<file path="config.mk">
export PLATFORM = sky130hd
export DESIGN_NAME = key_debounce_decode
export DESIGN_NICKNAME = d
export VERILOG_FILES = /design/src/rtl/key_debounce_decode.sv
export SDC_FILE = /design/constraint.sdc
export NUM_CORES = 1
export LEC_CHECK = 0
export ABC_AREA = 1
export ABC_CLOCK_PERIOD_IN_PS = 2000
export CORE_MARGIN = 2
export CORE_UTILIZATION = 50
export DETAILED_ROUTE_END_ITERATION = 8
export GPL_ROUTABILITY_DRIVEN = 1
export GPL_TIMING_DRIVEN = 1
export HOLD_SLACK_MARGIN = 0.08
export PLACE_DENSITY = 0.74
export SLEW_MARGIN = 20
export SYNTH_ARGS = -nofsm -noshare
export SYNTH_HDL_FRONTEND = slang
export SYNTH_SLANG_ARGS = --single-unit
export TNS_END_PERCENT = 20
</file>
<file path="constraint.sdc">
create_clock -name clk -period 2 [get_ports clk]
set_input_delay 0.6 -clock clk [delete_from_list [all_inputs] [get_ports clk]]
set_output_delay 0.6 -clock clk [all_outputs]
set_load 0.01 [all_outputs]
</file>
<file path="src/rtl/key_debounce_decode.sv">
// rtl/key_debounce_decode.sv - 4x4 keypad frame decoder with press/release debounce and key events
// Auto-repeat of the held key is built only when KEY_AUTOREPEAT_EN is defined.
module key_debounce_decode #(
    parameter int DEBOUNCE_FRAMES = 4,
    parameter int CNT_W           = 4,
    parameter int REPEAT_FRAMES   = 16
) (
    input  logic       clk,
    input  logic       rst,
    input  logic [3:0] row_drv,
    input  logic [3:0] col_in,
    output logic [3:0] key_code,
    output logic       key_valid,
    output logic       key_down,
    output logic       multi_key
);

    typedef enum logic [1:0] {
        S_IDLE,
        S_PRESS_DB,
        S_PRESSED,
        S_RELEASE_DB
    } state_t;

    localparam logic [CNT_W-1:0] CNT_ONE = CNT_W'(1);
    localparam logic [CNT_W-1:0] DB_LAST = CNT_W'(DEBOUNCE_FRAMES - 1);

    // Empty on purpose: a legal parameter set never elaborates this block.
    if (DEBOUNCE_FRAMES < 2 || DEBOUNCE_FRAMES > 15 || REPEAT_FRAMES < 2) begin : g_illegal_params
    end

    logic [1:0] acc_keys_q;
    logic [3:0] acc_code_q;
    logic       acc_bad_q;

    logic       row_ok;
    logic [1:0] row_idx;
    logic [2:0] col_zeros;
    logic [1:0] col_idx;
    logic [1:0] smp_keys;
    logic [2:0] key_sum;
    logic [1:0] tot_keys;
    logic [3:0] tot_code;
    logic       tot_bad;
    logic       frame_end;
    logic       fr_empty;
    logic       fr_single;
    logic       fr_multi;

    // Key count saturates at 2, which is all MULTI needs to know.
    always_comb begin
        row_ok  = 1'b1;
        row_idx = 2'd0;
        case (row_drv)
            4'b1110: row_idx = 2'd0;
            4'b1101: row_idx = 2'd1;
            4'b1011: row_idx = 2'd2;
            4'b0111: row_idx = 2'd3;
            default: row_ok  = 1'b0;
        endcase
        col_zeros = 3'd0;
        col_idx   = 2'd0;
        for (int i = 0; i < 4; i++) begin
            if (!col_in[i]) begin
                col_zeros = col_zeros + 3'd1;
                col_idx   = 2'(i);
            end
        end
        if (!row_ok || col_zeros == 3'd0) begin
            smp_keys = 2'd0;
        end else if (col_zeros == 3'd1) begin
            smp_keys = 2'd1;
        end else begin
            smp_keys = 2'd2;
        end
        key_sum   = {1'b0, acc_keys_q} + {1'b0, smp_keys};
        tot_keys  = (key_sum >= 3'd2) ? 2'd2 : key_sum[1:0];
        tot_code  = (acc_keys_q == 2'd0) ? {row_idx, col_idx} : acc_code_q;
        tot_bad   = acc_bad_q | ~row_ok;
        frame_end = (row_drv == 4'b0111);
        fr_empty  = tot_bad || (tot_keys == 2'd0);
        fr_single = !tot_bad && (tot_keys == 2'd1);
        fr_multi  = !tot_bad && (tot_keys == 2'd2);
    end

    always_ff @(posedge clk or posedge rst) begin
        if (rst) begin
            acc_keys_q <= 2'd0;
            acc_code_q <= 4'd0;
            acc_bad_q  <= 1'b0;
        end else if (frame_end) begin
            acc_keys_q <= 2'd0;
            acc_code_q <= 4'd0;
            acc_bad_q  <= 1'b0;
        end else begin
            acc_keys_q <= tot_keys;
            acc_code_q <= tot_code;
            acc_bad_q  <= tot_bad;
        end
    end

    state_t           state_q, state_d;
    logic [CNT_W-1:0] cnt_q, cnt_d;
    logic [3:0]       cand_q, cand_d;
    logic [3:0]       code_q, code_d;
    logic             valid_q, valid_d;
    logic             down_q, down_d;
    logic             multi_q, multi_d;
`ifdef KEY_AUTOREPEAT_EN
    localparam int RPT_W = $clog2(REPEAT_FRAMES + 1);
    localparam logic [RPT_W-1:0] RPT_LAST = RPT_W'(REPEAT_FRAMES - 1);
    logic [RPT_W-1:0] rpt_q, rpt_d;
`endif

    always_comb begin
        state_d = state_q;
        cnt_d   = cnt_q;
        cand_d  = cand_q;
        code_d  = code_q;
        valid_d = 1'b0;
        down_d  = down_q;
        multi_d = multi_q;
`ifdef KEY_AUTOREPEAT_EN
        rpt_d   = rpt_q;
`endif
        if (frame_end) begin
            multi_d = fr_multi;
            case (state_q)
                S_IDLE: begin
                    if (fr_single) begin
                        cand_d  = tot_code;
                        cnt_d   = CNT_ONE;
                        state_d = S_PRESS_DB;
                    end
                end
                S_PRESS_DB: begin
                    if (fr_single && tot_code == cand_q) begin
                        if (cnt_q == DB_LAST) begin
                            code_d  = cand_q;
                            valid_d = 1'b1;
                            down_d  = 1'b1;
                            cnt_d   = '0;
                            state_d = S_PRESSED;
`ifdef KEY_AUTOREPEAT_EN
                            rpt_d   = '0;
`endif
                        end else begin
                            cnt_d = cnt_q + CNT_ONE;
                        end
                    end else if (fr_single) begin
                        cand_d = tot_code;
                        cnt_d  = CNT_ONE;
                    end else begin
                        cnt_d   = '0;
                        state_d = S_IDLE;
                    end
                end
                S_PRESSED: begin
                    if (fr_empty) begin
                        cnt_d   = CNT_ONE;
                        state_d = S_RELEASE_DB;
                    end else begin
                        cnt_d = '0;
`ifdef KEY_AUTOREPEAT_EN
                        if (fr_single && tot_code == code_q) begin
                            if (rpt_q == RPT_LAST) begin
                                valid_d = 1'b1;
                                rpt_d   = '0;
                            end else begin
                                rpt_d = rpt_q + 1'b1;
                            end
                        end else begin
                            rpt_d = '0;
                        end
`endif
                    end
                end
                S_RELEASE_DB: begin
                    if (fr_empty) begin
                        if (cnt_q == DB_LAST) begin
                            down_d  = 1'b0;
                            cnt_d   = '0;
                            state_d = S_IDLE;
                        end else begin
                            cnt_d = cnt_q + CNT_ONE;
                        end
                    end else begin
                        cnt_d   = '0;
                        state_d = S_PRESSED;
`ifdef KEY_AUTOREPEAT_EN
                        rpt_d   = '0;
`endif
                    end
                end
                default: state_d = S_IDLE;
            endcase
        end
    end

    always_ff @(posedge clk or posedge rst) begin
        if (rst) begin
            state_q <= S_IDLE;
            cnt_q   <= '0;
            cand_q  <= 4'd0;
            code_q  <= 4'd0;
            valid_q <= 1'b0;
            down_q  <= 1'b0;
            multi_q <= 1'b0;
`ifdef KEY_AUTOREPEAT_EN
            rpt_q   <= '0;
`endif
        end else begin
            state_q <= state_d;
            cnt_q   <= cnt_d;
            cand_q  <= cand_d;
            code_q  <= code_d;
            valid_q <= valid_d;
            down_q  <= down_d;
            multi_q <= multi_d;
`ifdef KEY_AUTOREPEAT_EN
            rpt_q   <= rpt_d;
`endif
        end
    end

    assign key_code  = code_q;
    assign key_valid = valid_q;
    assign key_down  = down_q;
    assign multi_key = multi_q;

endmodule

</file>
Word-level counts from Yosys, hierarchy flattened
Index checks and enable logic that the tools add are counted.
{"block": "totals", "reg_bits": 24, "inputBits": 10, "output_inout_bits": 7, "word_cells": 102}
{"block": "classes", "add_sub_neg": 5, "n_lt_le_gt_ge": 1, "eq_ne": 22, "n_mux": 43, "n_bitwise": 2, "n_reduce_logical": 19}
{"cell": "4-bit 2-to-1 mux", "count": 8}
{"cell": "2-bit 2-to-1 mux", "count": 13}
{"cell": "4-bit one-hot mux with 4 select lines", "count": 1}
{"cell": "1-bit 2-to-1 mux", "count": 14}
{"cell": "2-bit != test (second input constant)", "count": 7}
{"cell": "4-bit == test (second input constant)", "count": 3}
{"cell": "6-bit AND reduction", "count": 2}
{"cell": "3-bit by 1-bit adder with 3-bit output (second input constant)", "count": 3}
{"cell": "3-bit 2-to-1 mux", "count": 3}
{"cell": "3-bit != test (second input constant)", "count": 3}
{"cell": "2-bit one-hot mux with 4 select lines", "count": 1}
{"cell": "4-bit one-hot mux with 2 select lines", "count": 1}
{"cell": "2-bit == test (second input constant)", "count": 3}
{"cell": "2-bit logical NOT", "count": 3}
{"cell": "2-bit one-hot mux with 3 select lines", "count": 1}
{"cell": "4-bit by 1-bit adder with 4-bit output (second input constant)", "count": 1}
{"cell": "2-bit by 1-bit == test with 1-bit output (second input constant)", "count": 2}
{"cell": "4-bit by 2-bit == test with 1-bit output (second input constant)", "count": 1}
{"cell": "4-bit by 3-bit == test with 1-bit output (second input constant)", "count": 1}
{"cell": "4-bit == test", "count": 1}
{"cell": "4-bit AND reduction", "count": 1}
{"cell": "2-bit nonzero test", "count": 2}
{"cell": "4-bit OR reduction", "count": 1}
{"cell": "2-bit by 2-bit adder with 3-bit output", "count": 1}
{"cell": "other kinds (11)", "count": 15}

Longest topological paths before layout
Gate-level depths: netlist (run 1).
{"block": "logic_depth", "depth_word": 19, "depth_mapped": 22}

Least setup slack after synthesis (run 1)
No wires, ideal clock.
{"block": "synth_path", "path_type": "in2reg", "start": "in col_in[0]", "end": "reg state_q[1]", "setup_ps": 117, "t_arrival_ps": 3384, "path_slack_ps": -1501, "path_stages": 21, "n_path_buf": 0, "path_cell_list": "inv_1 ha_1 xnor2_1 ha_1 nand2_1 nand2_1 nor4_1 ha_1 fa_1 nor2_1 inv_1 nor2_1 inv_1 nor2_4 nand2_2 nand2_4 o21ai_2 nor2_2 nand2_1 nand2_1 nand2_1"}
{"block": "synth_via", "elab_chain_len": 18}
{"item": "start: declaration", "line_no": "11", "rtl": "input logic [3:0] col_in,"}
{"item": "1-bit 2-to-1 mux *", "line_no": "64", "rtl": "if (!col_in[i]) begin"}
{"item": "3-bit by 1-bit adder with 3-bit output", "line_no": "65", "rtl": "col_zeros = col_zeros + 3'd1;"}
{"item": "3-bit 2-to-1 mux *", "line_no": "64"}
{"item": "3-bit by 1-bit adder with 3-bit output", "line_no": "65"}
{"item": "3-bit 2-to-1 mux *", "line_no": "64"}
{"item": "3-bit by 1-bit adder with 3-bit output", "line_no": "65"}
{"item": "3-bit 2-to-1 mux *", "line_no": "64"}
{"item": "3-bit by 1-bit == test with 1-bit output / 3-bit logical NOT (equally long branches)", "line_no": "71, 69"}
{"item": "[2 not listed]"}
{"item": "2-bit by 2-bit adder with 3-bit output *", "line_no": "76", "rtl": "key_sum = {1'b0, acc_keys_q} + {1'b0, smp_keys};"}
{"item": "3-bit by 2-bit >= comparator with 1-bit output", "line_no": "77", "rtl": "tot_keys = (key_sum >= 3'd2) ? 2'd2 : key_sum[1:0];"}
{"item": "2-bit 2-to-1 mux *", "line_no": "77"}
{"item": "2-bit by 1-bit == test with 1-bit output", "line_no": "82", "rtl": "fr_single = !tot_bad && (tot_keys == 2'd1);"}
{"item": "1-bit logical AND", "line_no": "82"}
{"item": "1-bit logical AND", "line_no": "137", "rtl": "if (fr_single && tot_code == cand_q) begin"}
{"item": "3-bit != test (no source line) / 2-bit 2-to-1 mux (equally long branches)"}
{"item": "6-bit AND reduction (no source line) / 2-bit one-hot mux with 4 select lines (equally long branches)"}
{"item": "end signal: assignment", "line_no": "213", "rtl": "state_q <= state_d;"}
{"item": "end: declaration", "line_no": "102", "rtl": "state_t state_q, state_d;"}
Every way passes the cells marked *; elsewhere a longest branch is shown, timed or not.
A chain may end at the register's enable or synchronous reset.

Worst setup path after layout (run 1)
{"block": "layout_path", "start": "in col_in[1]", "end": "reg state_q[1]"}
{"block": "layout_via", "elab_chain_len": 16}
{"item": "3-bit 2-to-1 mux", "line_no": "64"}
{"item": "3-bit by 1-bit adder with 3-bit output", "line_no": "65"}
{"item": "3-bit 2-to-1 mux", "line_no": "64"}
{"item": "3-bit by 1-bit adder with 3-bit output", "line_no": "65"}
{"item": "3-bit 2-to-1 mux", "line_no": "64"}
{"item": "3-bit by 1-bit == test with 1-bit output / 3-bit logical NOT (equally long branches)", "line_no": "71, 69"}
{"item": "2-bit 2-to-1 mux / 1-bit logical OR (equally long branches)", "line_no": "71, 69"}
{"item": "2-bit 2-to-1 mux", "line_no": "69", "rtl": "if (!row_ok || col_zeros == 3'd0) begin"}
{"item": "2-bit by 2-bit adder with 3-bit output", "line_no": "76"}
{"item": "3-bit by 2-bit >= comparator with 1-bit output", "line_no": "77"}
{"item": "2-bit 2-to-1 mux", "line_no": "77"}
{"item": "2-bit by 1-bit == test with 1-bit output", "line_no": "82"}
{"item": "1-bit logical AND", "line_no": "82"}
{"item": "1-bit logical AND", "line_no": "137"}
{"item": "3-bit != test (no source line) / 2-bit 2-to-1 mux (equally long branches)"}
{"item": "6-bit AND reduction (no source line) / 2-bit one-hot mux with 4 select lines (equally long branches)"}
Parallel ways exist; a longest one is shown, timed or not.

==> results of run 1 <==
sequential cells by signal, indices dropped and copies added, names as in the netlist:
| signal | count |
|---|---|
| cnt_q | 4 |
| acc_keys_q | 2 |
| acc_bad_q | 1 |
| acc_code_q | 4 |
| key_code | 4 |
| cand_q | 4 |
| key_down | 1 |
| state_q | 2 |
| key_valid | 1 |
| multi_key | 1 |
per-stage QoR:
step,std cells,power [uW],hold slack [ns]
after floorplan,222,924,0.462
after global placement,310,1140,0.473
after detailed placement,310,1150,0.478
after CTS,317,1530,0.511
after global routing,319,1660,0.534
final,319,1540,0.504
logic make-up (layout without fill, tap and decap cells):
group / after synthesis / count (layout) / synth area share [%]
AND/OR/NAND/NOR: 133 / 133 / 39.7
buffers and inverters: 43 / 96 / 10.1
flip-flops: 24 / 24 / 37.8
AO/OA/AOI/OAI: 11 / 11 / 4.41
adder cells (fa/ha/maj): 6 / 6 / 5.19
XOR/XNOR: 5 / 5 / 2.75
power groups by stage:
| stage | registers, uW | logic, uW | clock network, uW |
|---|---|---|---|
| 6_report | 569 | 622 | 349 |
| 5_1_grt | 578 | 704 | 377 |
| 4_1_cts | 569 | 601 | 363 |
| 3_5_place_dp | 579 | 572 | 0 |
| 3_3_place_gp | 578 | 564 | 0 |
| 2_1_floorplan | 578 | 347 | 0 |
critical path: cells and delay by family:
kind	cells	cell delay (ns)
compound gates	1	0.05
xor+xnor	1	0.13
fa+ha+maj	4	1.11
buf+inv	4	0.25
simple gates	12	1.24
area by class of cell:
class	count	area, um2
well taps	44	55.1
fillers	252	811
flip-flops and latches	24	601
repair buffers	49	422
inverters	43	178
clock inverters	1	30.0
multi-input cells	155	910
clock buffers	3	22.5
cell usage in the layout (no fill, tap or decap), drive strengths merged:
cell           synthesis  layout
nand2                 78      78
dlymetal6s2s           0       3
nor4                   1       1
clkbuf                 0       4
nand4                  1       1
nor2                  22      22
bufinv                 0       1
nor3                   1       1
clkdlybuf4s50          0      10
xnor2                  3       3
dfrtp                 24      24
clkinv                 1       1
o31ai                  1       1
xor2                   2       2
or2                    3       3
ha                     5       5
a31oi                  1       1
nand3                 27      27
inv                   42      42
buf                    0      35
fa                     1       1
o21ai                  9       9
per-layer routing:
layer | vias up | track usage, %
met4 | 0 | 4.76
met5 | - | 0
met1 | 684 | 26.6
met2 | 12 | 36.3
met3 | 5 | 3.20
li1 | 786 | -
repair_timing:
action / in CTS / in global routing
pin swaps: 15 / 11
gates resized for setup: 20 / 16
setup endpoints to repair: 19 / 19
cloned: 0 / 0
endpoints found under the hold margin: 0 / 0
buffers inserted: 3 / 2
path summary, 6_finish.rpt:
kind / start / endpoint / depth (start not counted)
min in group asynchronous: rst / key_valid / 3
hold reg to reg: key_code[1] / key_code[1] / 2
max in group asynchronous: rst / acc_keys_q[1] / 3
setup reg to reg: acc_keys_q[0] / state_q[1] / 14
setup / recovery: col_in[1] / state_q[1] / 22
hold / removal: key_code[1] / key_code[1] / 2
==> results.py, run 1 <==
metrics = {
    "global_routing": {
        "first_global_vias": 1483,
        "track_usage_pct": 20.6,
        "grt_antenna_before_repair": 0,
        "gr-total-overflow": 0,
        "grt_max_degree": 25,
        "grt_pass1_wl_um": 5800,
    },
    "power_and_ir_drop": {
        "swShare_pct": 33.2,
        "leakage_uw": 0.00124,
        "p_seq_share_pct": 36.9,
        "power_density_nw_per_um2": 695,
        "power.switching_uw": 512,
        "peakVddDrop_v": 0.000665,
        "intPower_uw": 1030,
        "clock_power_share_pct": 22.7,
        "combPwrFrac_pct": 40.4,
    },
    "cts": {
        "clock-root-buffer": "clkbuf_4",
        "cts_sinks": 24,
        "htreeDepth": 1,
        "clock_latency_ns": 0.32,
        "path_clk_slew_ns": 0.13,
        "clockBufferDepth": 2,
        "numCtsBuffers": 3,
        "cts_tree": "done",
        "hold_buffers": 0,
    },
    "synthesis": {
        "synthDistinctLibCells": 27,
        "synth.most_common_cell": "nand2_1",
        "synth_edf_count": 0,
        "synth.avg_cell_area_um2": 7.16,
        "netlist_instances": 222,
        "synthArstFlopShare_pct": 100,
        "synth_seq_cells": 24,
        "seq_area_frac_synth_pct": 37.8,
        "ys_top_cells_by_count": "nand2_1, inv_1, dfrtp_1",
        "yosys.area.top_type": "dfrtp_1",
        "syn_nets": 238,
        "synth_warnings": 0,
        "syn_area_um2": 1590,
        "synth.area.top_cells": "dfrtp_1, nand2_1, inv_1, nand3_1, nor2_1",
        "synth_top_cell_area_share_pct": 37.8,
        "synth_flop_cell": "dfrtp_1",
    },
    "layout": {
        "antennaDiodeCount": 0,
        "drive_above_1_share_pct": 30.9,
        "stdcell_area_um2": 2220,
        "fin_util_pct": 73.2,
        "synthToLayoutAreaGrowth_pct": 39.4,
        "nNetsFinal": 292,
    },
    "detailed_routing": {
        "highest-signal-layer": "met4",
        "totalWireLength_um": 3210,
        "drc": 0,
        "firstDrtPassIters": 4,
        "drtIter0Drc": 55,
        "via_per_inst": 4.66,
        "vias": 1487,
        "wl_per_cell_um": 10.1,
        "ant_nets": 0,
        "dr_wl_met2_um": 1600,
        "wl_met3_um": 79,
        "wl_met1_um": 1510,
    },
    "floorplan": {
        "die_w_um": 60.4,
        "die_h_um": 60.4,
        "rows": 20,
        "design.core.area_um2": 3030,
        "start_util_pct": 52.5,
        "dieArea_um2": 3650,
        "io_pins": 17,
    },
    "place": {
        "place_congestion": 0.855,
        "numPortBuffers": 16,
        "place_ws_ns": -2.13,
        "post-dp-hpwl_um": 2430,
        "dpl_cell_area_um2": 2060,
    },
    "sta": {
        "setup_ws_ns": -1.16,
        "hold_viol_final": 0,
        "finalCriticalPeriod_ns": 3.16,
        "finClkSkew_ns": 0.00708,
        "final.setup.tns_ns": -18.90,
        "finalCritPeriodShare_pct": 158,
        "max-slew-margin-rel_pct": 79.2,
        "worst_slew_pin_slew_ns": 0.312,
        "drv_slew": 0,
        "rsz0062_at_grt": "true",
        "fmax_mhz": 317,
        "setup_violations": 19,
    },
    "setup_path": {
        "cp.required_ns": 2.22,
        "slowest_stage": "fa_1",
        "cp-end-kind": "flip-flop",
        "cp_max_fo": 3,
        "crit_top_cell": "nand2_1",
        "criticalPathCategory": "in -> reg",
        "regToRegSetupSlack_ns": -0.10,
        "crit_arrival_ns": 3.38,
        "slowest_delay_ns": 0.43,
        "critPathLaunchType": "primary input",
        "path_cells": "buf_6 -> inv_4 -> ha_4 -> xnor2_2 -> ha_1 -> nand2_1 -> nand2_2 -> nor4_4 -> ha_2 -> fa_1 -> nor2_2 -> inv_2 -> nor2_2 -> inv_2 -> nor2_4 -> nand2_2 -> nand2_4 -> o21ai_2 -> nor2_2 -> nand2_1 -> nand2_1 -> nand2_1",
    },
    "status": {
        "status": "complete, but fails checks",
        "violations": "setup timing",
    },
    "worst_hold_path": {
        "min_path_type": "reg -> reg",
    },
    "run": {
        "maxCapViolCount": 0,
    },
}
No activity file was read; power rests on OpenSTA's default activity.
==> inputs of run 2 (changes only) <==
GPL_TIMING_DRIVEN = 0   (was 1)
SKIP_LAST_GASP = 1   (was default)
==> results.py, run 2 (synthesized netlist as in run 1, its figures left out) <==
metrics = {
    "cts": {
        "clock_latency_ns": 0.32,
        "numCtsBuffers": 3,
        "htreeDepth": 1,
        "cts_sinks": 24,
        "clockBufferDepth": 2,
        "hold_buffers": 0,
        "clock-root-buffer": "clkbuf_4",
        "cts_tree": "done",
        "path_clk_slew_ns": 0.14,
    },
    "sta": {
        "fmax_mhz": 318,
        "finClkSkew_ns": 0.00933,
        "setup_violations": 19,
        "finalCriticalPeriod_ns": 3.15,
        "rsz0062_at_grt": "true",
        "final.setup.tns_ns": -19.26,
        "finalCritPeriodShare_pct": 157,
        "setup_ws_ns": -1.15,
        "worst_slew_pin_slew_ns": 0.905,
        "max-slew-margin-rel_pct": 39.6,
        "drv_slew": 0,
        "hold_viol_final": 0,
    },
    "layout": {
        "multi_input_comb_area_um2": 925,
        "final_cell_mix": "nand2_1, inv_1, dfrtp_1, nand3_1, nor2_1",
        "layout_commonest_cell": "nand2_1",
        "final_cells": 294,
        "stdcell_area_um2": 2050,
        "drive_above_1_share_pct": 23.6,
        "synthToLayoutAreaGrowth_pct": 28.9,
        "nNetsFinal": 267,
        "antennaDiodeCount": 0,
        "fillCellCount": 280,
        "regArea_um2": 601,
    },
    "status": {
        "status": "complete, but fails checks",
        "violations": "setup timing",
    },
    "detailed_routing": {
        "highest-signal-layer": "met4",
        "drc": 0,
        "wl_met1_um": 1460,
        "wl_per_cell_um": 10.3,
        "wl_met3_um": 86,
        "vias": 1379,
        "ant_nets": 0,
        "drtIter0Drc": 30,
        "firstDrtPassIters": 4,
        "dr_wl_met2_um": 1460,
        "via_per_inst": 4.69,
        "totalWireLength_um": 3030,
    },
    "setup_path": {
        "critPathLaunchType": "primary input",
        "path_cells": "buf_12 -> inv_12 -> ha_4 -> xnor2_4 -> ha_4 -> nand2_1 -> xnor2_1 -> nor4_2 -> ha_2 -> fa_1 -> nor2_2 -> inv_2 -> nor2_1 -> inv_1 -> nor2_4 -> nand2_2 -> nand2_4 -> o21ai_2 -> nor2_2 -> nand2_1 -> nand2_1 -> nand2_1",
        "crit_family": "simple AND/OR/NAND/NOR gates",
        "regToRegSetupSlack_ns": -0.23,
        "crit_arrival_ns": 3.37,
        "cp-end-kind": "flip-flop",
        "slowest_delay_ns": 0.40,
        "cp_max_fo": 3,
        "criticalPathCategory": "in -> reg",
        "crit_top_cell": "nand2_1",
        "slowest_stage": "fa_1",
        "cp.required_ns": 2.22,
        "crit_buf_inv": 4,
    },
    "global_routing": {
        "track_usage_pct": 18.8,
        "gr-total-overflow": 0,
        "grt_pass1_wl_um": 5160,
        "first_global_vias": 1218,
        "grt_antenna_before_repair": 0,
        "grt_max_degree": 25,
    },
    "run": {
        "maxCapViolCount": 0,
    },
    "floorplan": {
        "rows": 20,
        "io_pins": 17,
        "design.core.area_um2": 3030,
        "dieArea_um2": 3650,
        "die_h_um": 60.4,
        "start_util_pct": 52.5,
        "die_w_um": 60.4,
    },
    "power_and_ir_drop": {
        "peakVddDrop_v": 0.000574,
        "leakage_uw": 0.00113,
        "p_total_uw": 1490,
        "power_density_nw_per_um2": 725,
    },
    "place": {
        "dp_cells": 282,
        "place_congestion": 0.804,
        "dpl_cell_area_um2": 1850,
        "numPortBuffers": 16,
        "place_ws_ns": -2.26,
        "post-dp-hpwl_um": 2210,
    },
    "worst_hold_path": {
        "min_path_type": "reg -> reg",
    },
}
==> run 2: cell types whose count changed in the layout (fill, tap and decap cells not counted), moves of 2 or more <==
cell	previous run	this run
nand2_2	10	13
dlymetal6s2s_1	3	5
o21ai_2	4	2
clkdlybuf4s50_1	10	8
nor2_1	15	17
buf_4	33	8
nand2_1	65	62
xnor2_2	2	0
o21ai_4	0	2
==> run 2: timing repair <==
action / in CTS / in global routing
pin swaps: 8 / 11
setup endpoints to repair: 19 / 19
setup buffers: 6 / 2
resized for setup: 23 / 18
==> run 2: per-layer routing <==
layer | vias up | global-route usage (%)
li1 | 735 | -
met1 | 619 | 26.1
met2 | 21 | 30.9
met3 | 4 | 3.20
met4 | 0 | 4.76
met5 | - | 0
==> run 2: final cells by class <==
cell class / instances / area share (%)
clock buffer: 3 / 1.10
sequential: 24 / 29.3
clock inverter: 1 / 1.47
tap: 44 / 2.69
multi-input combinational: 155 / 45.1
timing repair buffer: 24 / 11.7
inverter: 43 / 8.67
==> run 2: worst paths after layout <==
| path | start | end | cells past startpoint |
|---|---|---|---|
| max | col_in[0] | state_q[1] | 22 |
| min | key_code[1] | key_code[1] | 2 |
| max reg2reg | acc_keys_q[0] | state_q[1] | 14 |
| min reg2reg | key_code[1] | key_code[1] | 2 |
| max in group asynchronous | rst | acc_keys_q[1] | 2 |
| min in group asynchronous | rst | key_code[0] | 2 |
==> run 2: power breakdown <==
group / switching [uW] / internal, uW / leakage, uW / total (uW)
Clock: 152 / 203 / 0.0000279 / 355
Sequential: 31.9 / 540 / 0.000315 / 572
Combinational: 323 / 236 / 0.000784 / 558
Total: 507 / 979 / 0.00113 / 1490
==> run 2: worst reg2reg max path: cells and delay by family (launching register included) <==
| family | cells | cell delay, ns |
|---|---|---|
| DFF | 1 | 0.43 |
| AOI/OAI and AO/OA | 1 | 0.05 |
| adders and majority gates | 2 | 0.68 |
| and+or+nand+nor | 9 | 0.87 |
| buffers and inverters | 2 | 0.13 |
==> run 2: stage by stage <==
step,hold WS (ns),util (%)
6_report,0.505,67.7
5_1_grt,0.529,67.7
4_1_cts,0.511,65.5
3_5_place_dp,0.477,61.2
3_3_place_gp,0.472,61.2
2_1_floorplan,0.462,-
==> inputs of run 3 (changes only) <==
CORE_UTILIZATION = 41   (was 50)
MAX_ROUTING_LAYER = met4   (was default)
PLACE_DENSITY = 0.62   (was 0.74)
==> results.py, run 3 (synthesized netlist as in run 1, its figures left out) <==
metrics = {
    "status": {
        "status": "complete, but fails checks",
        "violations": "setup timing",
    },
    "setup_path": {
        "setup.worst_path.start": "col_in[1]",
        "cp.required_ns": 2.17,
        "slowest_delay_ns": 0.43,
        "cp-end-kind": "flip-flop",
        "critPathLaunchType": "primary input",
        "r2r-start": "acc_keys_q[0]",
        "regToRegSetupSlack_ns": -0.22,
        "crit_family": "simple AND/OR/NAND/NOR gates",
        "criticalPathCategory": "in -> reg",
        "slowest_stage": "fa_1",
        "reg2reg_depth": 14,
        "cp_num_cells": 22,
        "rr_endpoint": "state_q[0]",
        "crit_arrival_ns": 3.43,
        "crit_buf_inv": 4,
        "cp_max_fo": 3,
        "path_cells": "buf_8 -> inv_6 -> ha_4 -> xnor2_4 -> ha_4 -> nand2_2 -> nand2_2 -> nor4_4 -> ha_2 -> fa_1 -> nor2_2 -> inv_2 -> nor2_2 -> inv_2 -> nor2_4 -> nand2_2 -> nand2_4 -> o21ai_2 -> nor2_2 -> nand2_1 -> nand2_1 -> nand2_1",
    },
    "floorplan": {
        "die_w_um": 66.3,
        "die_h_um": 66.3,
        "io_pins": 17,
        "design.core.area_um2": 3690,
        "start_util_pct": 43.1,
        "rows": 22,
        "dieArea_um2": 4390,
    },
    "cts": {
        "clock-root-buffer": "clkbuf_8",
        "htreeDepth": 1,
        "clock_latency_ns": 0.27,
        "cts_sinks": 24,
        "path_clk_slew_ns": 0.09,
        "hold_buffers": 0,
        "numCtsBuffers": 3,
        "clockBufferDepth": 2,
        "cts_tree": "done",
    },
    "global_routing": {
        "use_met3_pct": 3.92,
        "grt_max_degree": 25,
        "gr-total-overflow": 0,
        "grtUsageMet1_pct": 22.4,
        "grt_antenna_before_repair": 0,
        "grt_pass1_wl_um": 5900,
        "grtUsageMet2_pct": 28.9,
        "track_usage_pct": 17.6,
        "first_global_vias": 1388,
        "busiest_layer": "met2",
    },
    "detailed_routing": {
        "firstDrtPassIters": 4,
        "drtIter0Drc": 60,
        "vias": 1470,
        "drc": 0,
        "totalWireLength_um": 3440,
        "wl_per_cell_um": 11.2,
        "via_per_inst": 4.80,
        "ant_nets": 0,
    },
    "sta": {
        "finClkSkew_ns": 0.00826,
        "hold_viol_final": 0,
        "setup_ws_ns": -1.26,
        "drv_slew": 0,
        "worst_slew_pin_slew_ns": 0.926,
        "rsz0062_at_grt": "true",
        "setup_violations": 19,
        "max-slew-margin-rel_pct": 38.2,
        "fmax_mhz": 306,
        "finalCriticalPeriod_ns": 3.26,
        "finalCritPeriodShare_pct": 163,
    },
    "place": {
        "dpl_cell_area_um2": 1860,
        "post-dp-hpwl_um": 2400,
        "place_congestion": 0.903,
        "numPortBuffers": 16,
        "place_ws_ns": -2.27,
    },
    "power_and_ir_drop": {
        "leakage_uw": 0.00117,
        "peakVddDrop_v": 0.000410,
        "power_density_nw_per_um2": 759,
        "p_total_uw": 1650,
    },
    "layout": {
        "nNetsFinal": 275,
        "antennaDiodeCount": 0,
        "fillCellCount": 349,
        "stdcell_area_um2": 2180,
        "drive_above_1_share_pct": 28.7,
        "final_cell_mix": "nand2_1, inv_1, dfrtp_1, nand3_1",
        "synthToLayoutAreaGrowth_pct": 36.9,
        "fin_util_pct": 59.0,
        "layout_commonest_cell": "nand2_1",
    },
    "worst_hold_path": {
        "hold_end": "multi_key",
        "worstHoldPathCells": 2,
        "min_from": "multi_key",
        "min_path_type": "reg -> reg",
    },
    "run": {
        "maxCapViolCount": 0,
    },
}
## run 3: cell types whose count changed in the layout (fill, tap and decap cells not counted), moves of 2 or more
cell / delta
inv_2: +2
clkbuf_4: -3
buf_4: +8
clkbuf_8: +3
inv_1: -2
## run 3: worst max path at each step
| stage | to | slack (ns) |
|---|---|---|
| after CTS | state_q[1] | -1.34 |
| after detailed placement | state_q[0] | -2.27 |
| final | state_q[0] | -1.26 |
| after global placement | state_q[1] | -2.26 |
| after global routing | state_q[0] | -1.47 |
| after floorplan | state_q[1] | -1.32 |
## run 3: power breakdown
group / internal, uW / switching, uW
Combinational: 281 / 361
Clock: 268 / 168
Sequential: 540 / 34.7
Total: 1090 / 563
## run 3: metal layers
layer	vias to the layer above	wire length [um]
met3	4	102
met5	-	0
met1	691	1570
met4	0	25
met2	23	1740
li1	752	-
## run 3: worst register-to-register path, stage by stage (launching register included)
cell	delay (ns)
dfrtp_1	0.42
ha_2	0.19
fa_1	0.47
nor2_2	0.15
inv_2	0.06
nor2_2	0.12
inv_2	0.06
nor2_4	0.10
nand2_2	0.09
nand2_4	0.09
o21ai_2	0.05
nor2_2	0.14
nand2_1	0.08
nand2_1	0.06
nand2_1	0.05
## run 3: area by class of cell
cell class | count | area [um2] | share of cell area [%]
inverters | 43 | 180 | 8.28
flip-flops and latches | 24 | 601 | 27.6
repair buffers | 32 | 307 | 14.1
well taps | 48 | 60.1 | 2.76
clock inverters | 1 | 30.0 | 1.38
clock buffers | 3 | 41.3 | 1.90
multi-input cells | 155 | 958 | 44.0
## run 3: through the flow
stage,cells,setup TNS [ns],hold slack (ns)
after floorplan,222,-20.78,0.462
after global placement,286,-38.40,0.473
after detailed placement,286,-38.57,0.477
after CTS,302,-23.51,0.505
after global routing,306,-25.62,0.538
final,306,-22.35,0.499
## run 3: what timing repair did
item / 4_1_cts / 5_1_grt
setup endpoints to repair: 19 / 19
pin swaps: 8 / 16
buffers inserted: 12 / 4
gates resized for setup: 25 / 24
cloned: 0 / 0
==> edit 1, RTL diff (flow settings as in run 2) <==
Make the reset (`rst`) synchronous in 2 clocked blocks.
--- a/src/rtl/key_debounce_decode.sv
+++ b/src/rtl/key_debounce_decode.sv
@@ -85,3 +85,3 @@
 
-    always_ff @(posedge clk or posedge rst) begin
+    always_ff @(posedge clk) begin
         if (rst) begin
@@ -199,3 +199,3 @@
 
-    always_ff @(posedge clk or posedge rst) begin
+    always_ff @(posedge clk) begin
         if (rst) begin
Check against the original RTL: differs if rst is asserted again (counterexample within 4 cycles, from zero or initial values and one cycle with rst high); with rst held inactive, the same outputs for 10 cycles.
==> edit 1 against run 2 <==
  * The run still ends with setup timing left
  * Die area increased by 2.7%
  * Wire length increased by 14%
  * Count of clock-buffer cells in the layout unchanged
  * Worst setup slack got worse by 110 ps
  * Sequential cell count unchanged
  * Synthesized area increased by 2.9%
  * Sequential share of layout area decreased by 7.3 points
  * Power decreased by 18%
  * Design area increased by 6.7%
  * Critical endpoint is now key_valid
  * Largest cell class unchanged
==> edit 1: results (changes against run 2) <==
outcome: "complete, but fails checks"
violations: "setup timing"
wl_met3_microns: 113  # +31%
grt_util_met2_pct: 33.3  # +2.4 points
yosys.area_share.adder_pct: 5.05  # -0.15 points
async_flop_share_pct: 0  # -100 points
p_leak_nw: 1.00  # -11%
grt_pass1_wl_mm: 5.83  # +13%
cp_slowest_stage_delay_ps: 450  # +50 ps
fin_cells: 312  # +6.1%
nNonClkInverters: 41  # -4.7%
synth_common_cells: "nand2_1, inv_1, nor2_1"
buffers: 30  # +25%
grt_use_met3_pct: 2.31  # -0.89 points
dpl-instance-area_sq_um: 1910  # +3.1%
dpl.hpwl_mm: 2.47  # +12%
num-fill-cells: 270  # -3.6%
dpl_worst_slack_ps: -2470  # -204 ps
syn_area_per_cell_sq_um: 6.96  # -2.8%
synth_compound_area_share_pct: 6.80  # +2.4 points
wire_per_inst_microns: 11.1  # +7.5%
final-setup-viol-count: 19  # unchanged
met1_length_mm: 1.62  # +11%
final_nets: 285  # +6.7%
multi_input_area_share_pct: 52.0  # +6.9 points
peakVddDrop_mv: 0.347  # -40%
fin_setup_tns_ps: -20520  # -1260 ps
fin_ws_ps: -1260  # -111 ps
register_area_sq_um: 480  # -20%
skew_ps: 9.45  # +0.115 ps
## edit 1: cell types whose count changed after synthesis, moves of 3 or more
cell and delta:
o21ai_1 -4, nand3_4 +3, nand3_1 -8, nand4_1 +3
dfxtp_1 +24, a21oi_1 +8, dfrtp_1 -24, o21ai_2 -3
o21ai_0 +3, nor2_1 +12, nand2_1 -17, nand2_2 +8
## edit 1: worst paths after layout
path               end  slack (ps)           from
max reg2reg  key_valid        -220  acc_keys_q[0]
max          key_valid       -1260      col_in[1]
min reg2reg   key_down         470       key_down
min           key_down         470       key_down
## edit 1: what timing repair did
item,CTS,global route
setup buffers,8,5
endpoints found under the setup margin,19,19
pin swaps,20,10
resized for setup,30,16
## edit 1: power by group through the flow
stage | Clock, W | Combinational [W] | Sequential, W
final | 0.000359 | 0.000348 | 0.000504
after global routing | 0.000383 | 0.000383 | 0.000508
after CTS | 0.000366 | 0.000321 | 0.000504
after detailed placement | 0 | 0.000271 | 0.000515
after global placement | 0 | 0.000266 | 0.000514
after floorplan | 0 | 0.000209 | 0.000513
==> edit 2, RTL diff (config.mk and constraints of run 2) <==
Made on the original files. Change the parameter `CNT_W` from 4 to 5.
--- a/src/rtl/key_debounce_decode.sv
+++ b/src/rtl/key_debounce_decode.sv
@@ -4,3 +4,3 @@
     parameter int DEBOUNCE_FRAMES = 4,
-    parameter int CNT_W           = 4,
+    parameter int CNT_W           = 5,
     parameter int REPEAT_FRAMES   = 16
Behaviour: no difference found for any inputs over 10 cycles, from zero or initial values and one cycle with rst high; that may be too few to reach the edited logic, so the function may still have changed.
==> edit 2 against run 2 <==
  * The flow still finishes with violations (setup timing)
  * Clock power is 32% lower
  * Design area is 1.7% higher
  * Power is 11% higher
  * Wire length is 6.8% higher
  * Sequential share of layout area is 0.71 points higher
  * Sequential cell count is 1 higher
  * Worst setup slack better by 32 ps
  * Via count is 2.9% higher
  * Sequential power is 14% higher
  * Synthesized area is 3.9% higher
  * Critical endpoint unchanged
==> edit 2: results (changes against run 2) <==
final_nets: 266  # -0.37%
final-setup-viol-count: 20  # +1
relSlewSlack_pct: 38.0  # -1.7 points
grt_max_degree: 26  # +4.0%
switching_share_pct: 41.3  # +7.2 points
drive_gt1_share_pct: 25.3  # +1.7 points
via_per_inst: 4.84  # +3.3%
first_pass_iters: 5  # +1
p_leak_nw: 1.09  # -3.4%
register_area_sq_um: 626  # +4.2%
synth_compound_area_share_pct: 5.15  # +0.75 points
ys.flop_type: "dfrtp_1"
clockBufferDepth: 2  # unchanged
violations: "setup timing"
seqPwrFrac_pct: 39.4  # +0.9 points
num-fill-cells: 289  # +3.2%
nNonClkInverters: 41  # -4.7%
synth_mux_area_share_pct: 0.606  # +0.61 points
clock_power_w: 0.000242  # -32%
peakVddDrop_mv: 0.761  # +33%
wire_per_inst_microns: 11.1  # +7.2%
nonClkBufAreaFrac_pct: 11.3  # -0.38 points
dpl.hpwl_mm: 2.46  # +11%
initialDrtViolationCount: 50  # +67%
fin_setup_tns_ps: -19790  # -535 ps
numClockSinks: 25  # +4.2%
synth_xor_area_share_pct: 2.65  # -0.10 points
multi_input_area_share_pct: 46.2  # +1.1 points
synth_cell_types: 28  # +3.7%
place_congestion: 0.882  # +9.6%
synth_seq_area_share_pct: 37.9  # +0.11 points
fin_ws_ps: -1120  # +31.7 ps
syn_nets: 237  # -0.42%
skew_ps: 1.96  # -7.37 ps
synth_area_leaders: "dfrtp_1, nand2_1, inv_1"
clk_share_pct: 1.44  # -1.1 points
grt_pass1_vias: 1403  # +15%
crit_arrival_ps: 3400  # +30 ps
grt_pass1_wl_mm: 5.87  # +14%
fin_total_pwr_w: 0.00165  # +11%
track_usage_pct: 20.8  # +2.0 points
outcome: "complete, but fails checks"
synth_common_cells: "nand2_1, inv_1, dfrtp_1"
## edit 2: through the flow
step / hold WS, ps / utilization, % / instances / instance area [sq um] / setup WS [ps]
CTS: 512 / 65.4 / 292 / 2030 / -1300
global route: 544 / 67.2 / 293 / 2080 / -1350
global placement: 473 / 61.8 / 281 / 1920 / -2110
finish: 506 / 67.2 / 293 / 2080 / -1120
floorplan: 462 / - / 221 / 1700 / -1220
detailed placement: 477 / 61.8 / 281 / 1920 / -2180
## edit 2: worst max-delay path, cell delays in order
cell	delay, ps
buf_12	90
inv_12	30
ha_4	250
xnor2_4	170
ha_4	220
mux2i_1	130
inv_1	80
nor4_2	230
ha_2	210
fa_1	440
nor2_4	130
buf_6	120
inv_4	40
o21ai_4	160
nand3_2	120
nor2_2	140
nor2_2	60
nand2_1	70
nand2_1	50
nand2_1	60
## edit 2: timing repair
item | CTS | global route
gates resized for setup | 22 | 14
hold buffers | 0 | 0
setup buffers | 7 | 1
pin swaps | 13 | 14
hold endpoints to repair | 0 | 0
setup endpoints to repair | 20 | 20
## edit 2: routing by layer
layer	up-vias	global-route usage, %	share of wire [%]	wire length [microns]
met5	-	0	0	0
met4	0	8.21	2.1	69
met3	7	3.15	3.1	100
met2	16	36.6	50	1620
met1	661	25.6	45	1450
li1	735	-	-	-
## edit 2: final timing paths
kind / start / to / slack, ps / depth (start not counted)
min reg2reg: key_code[1] / key_code[1] / 510 / 2
min in group asynchronous: rst / cand_q[2] / 760 / 2
max: col_in[0] / state_q[1] / -1120 / 20
max reg2reg: acc_keys_q[0] / state_q[1] / -120 / 12
max in group asynchronous: rst / acc_keys_q[1] / 680 / 2
min: key_code[1] / key_code[1] / 510 / 2
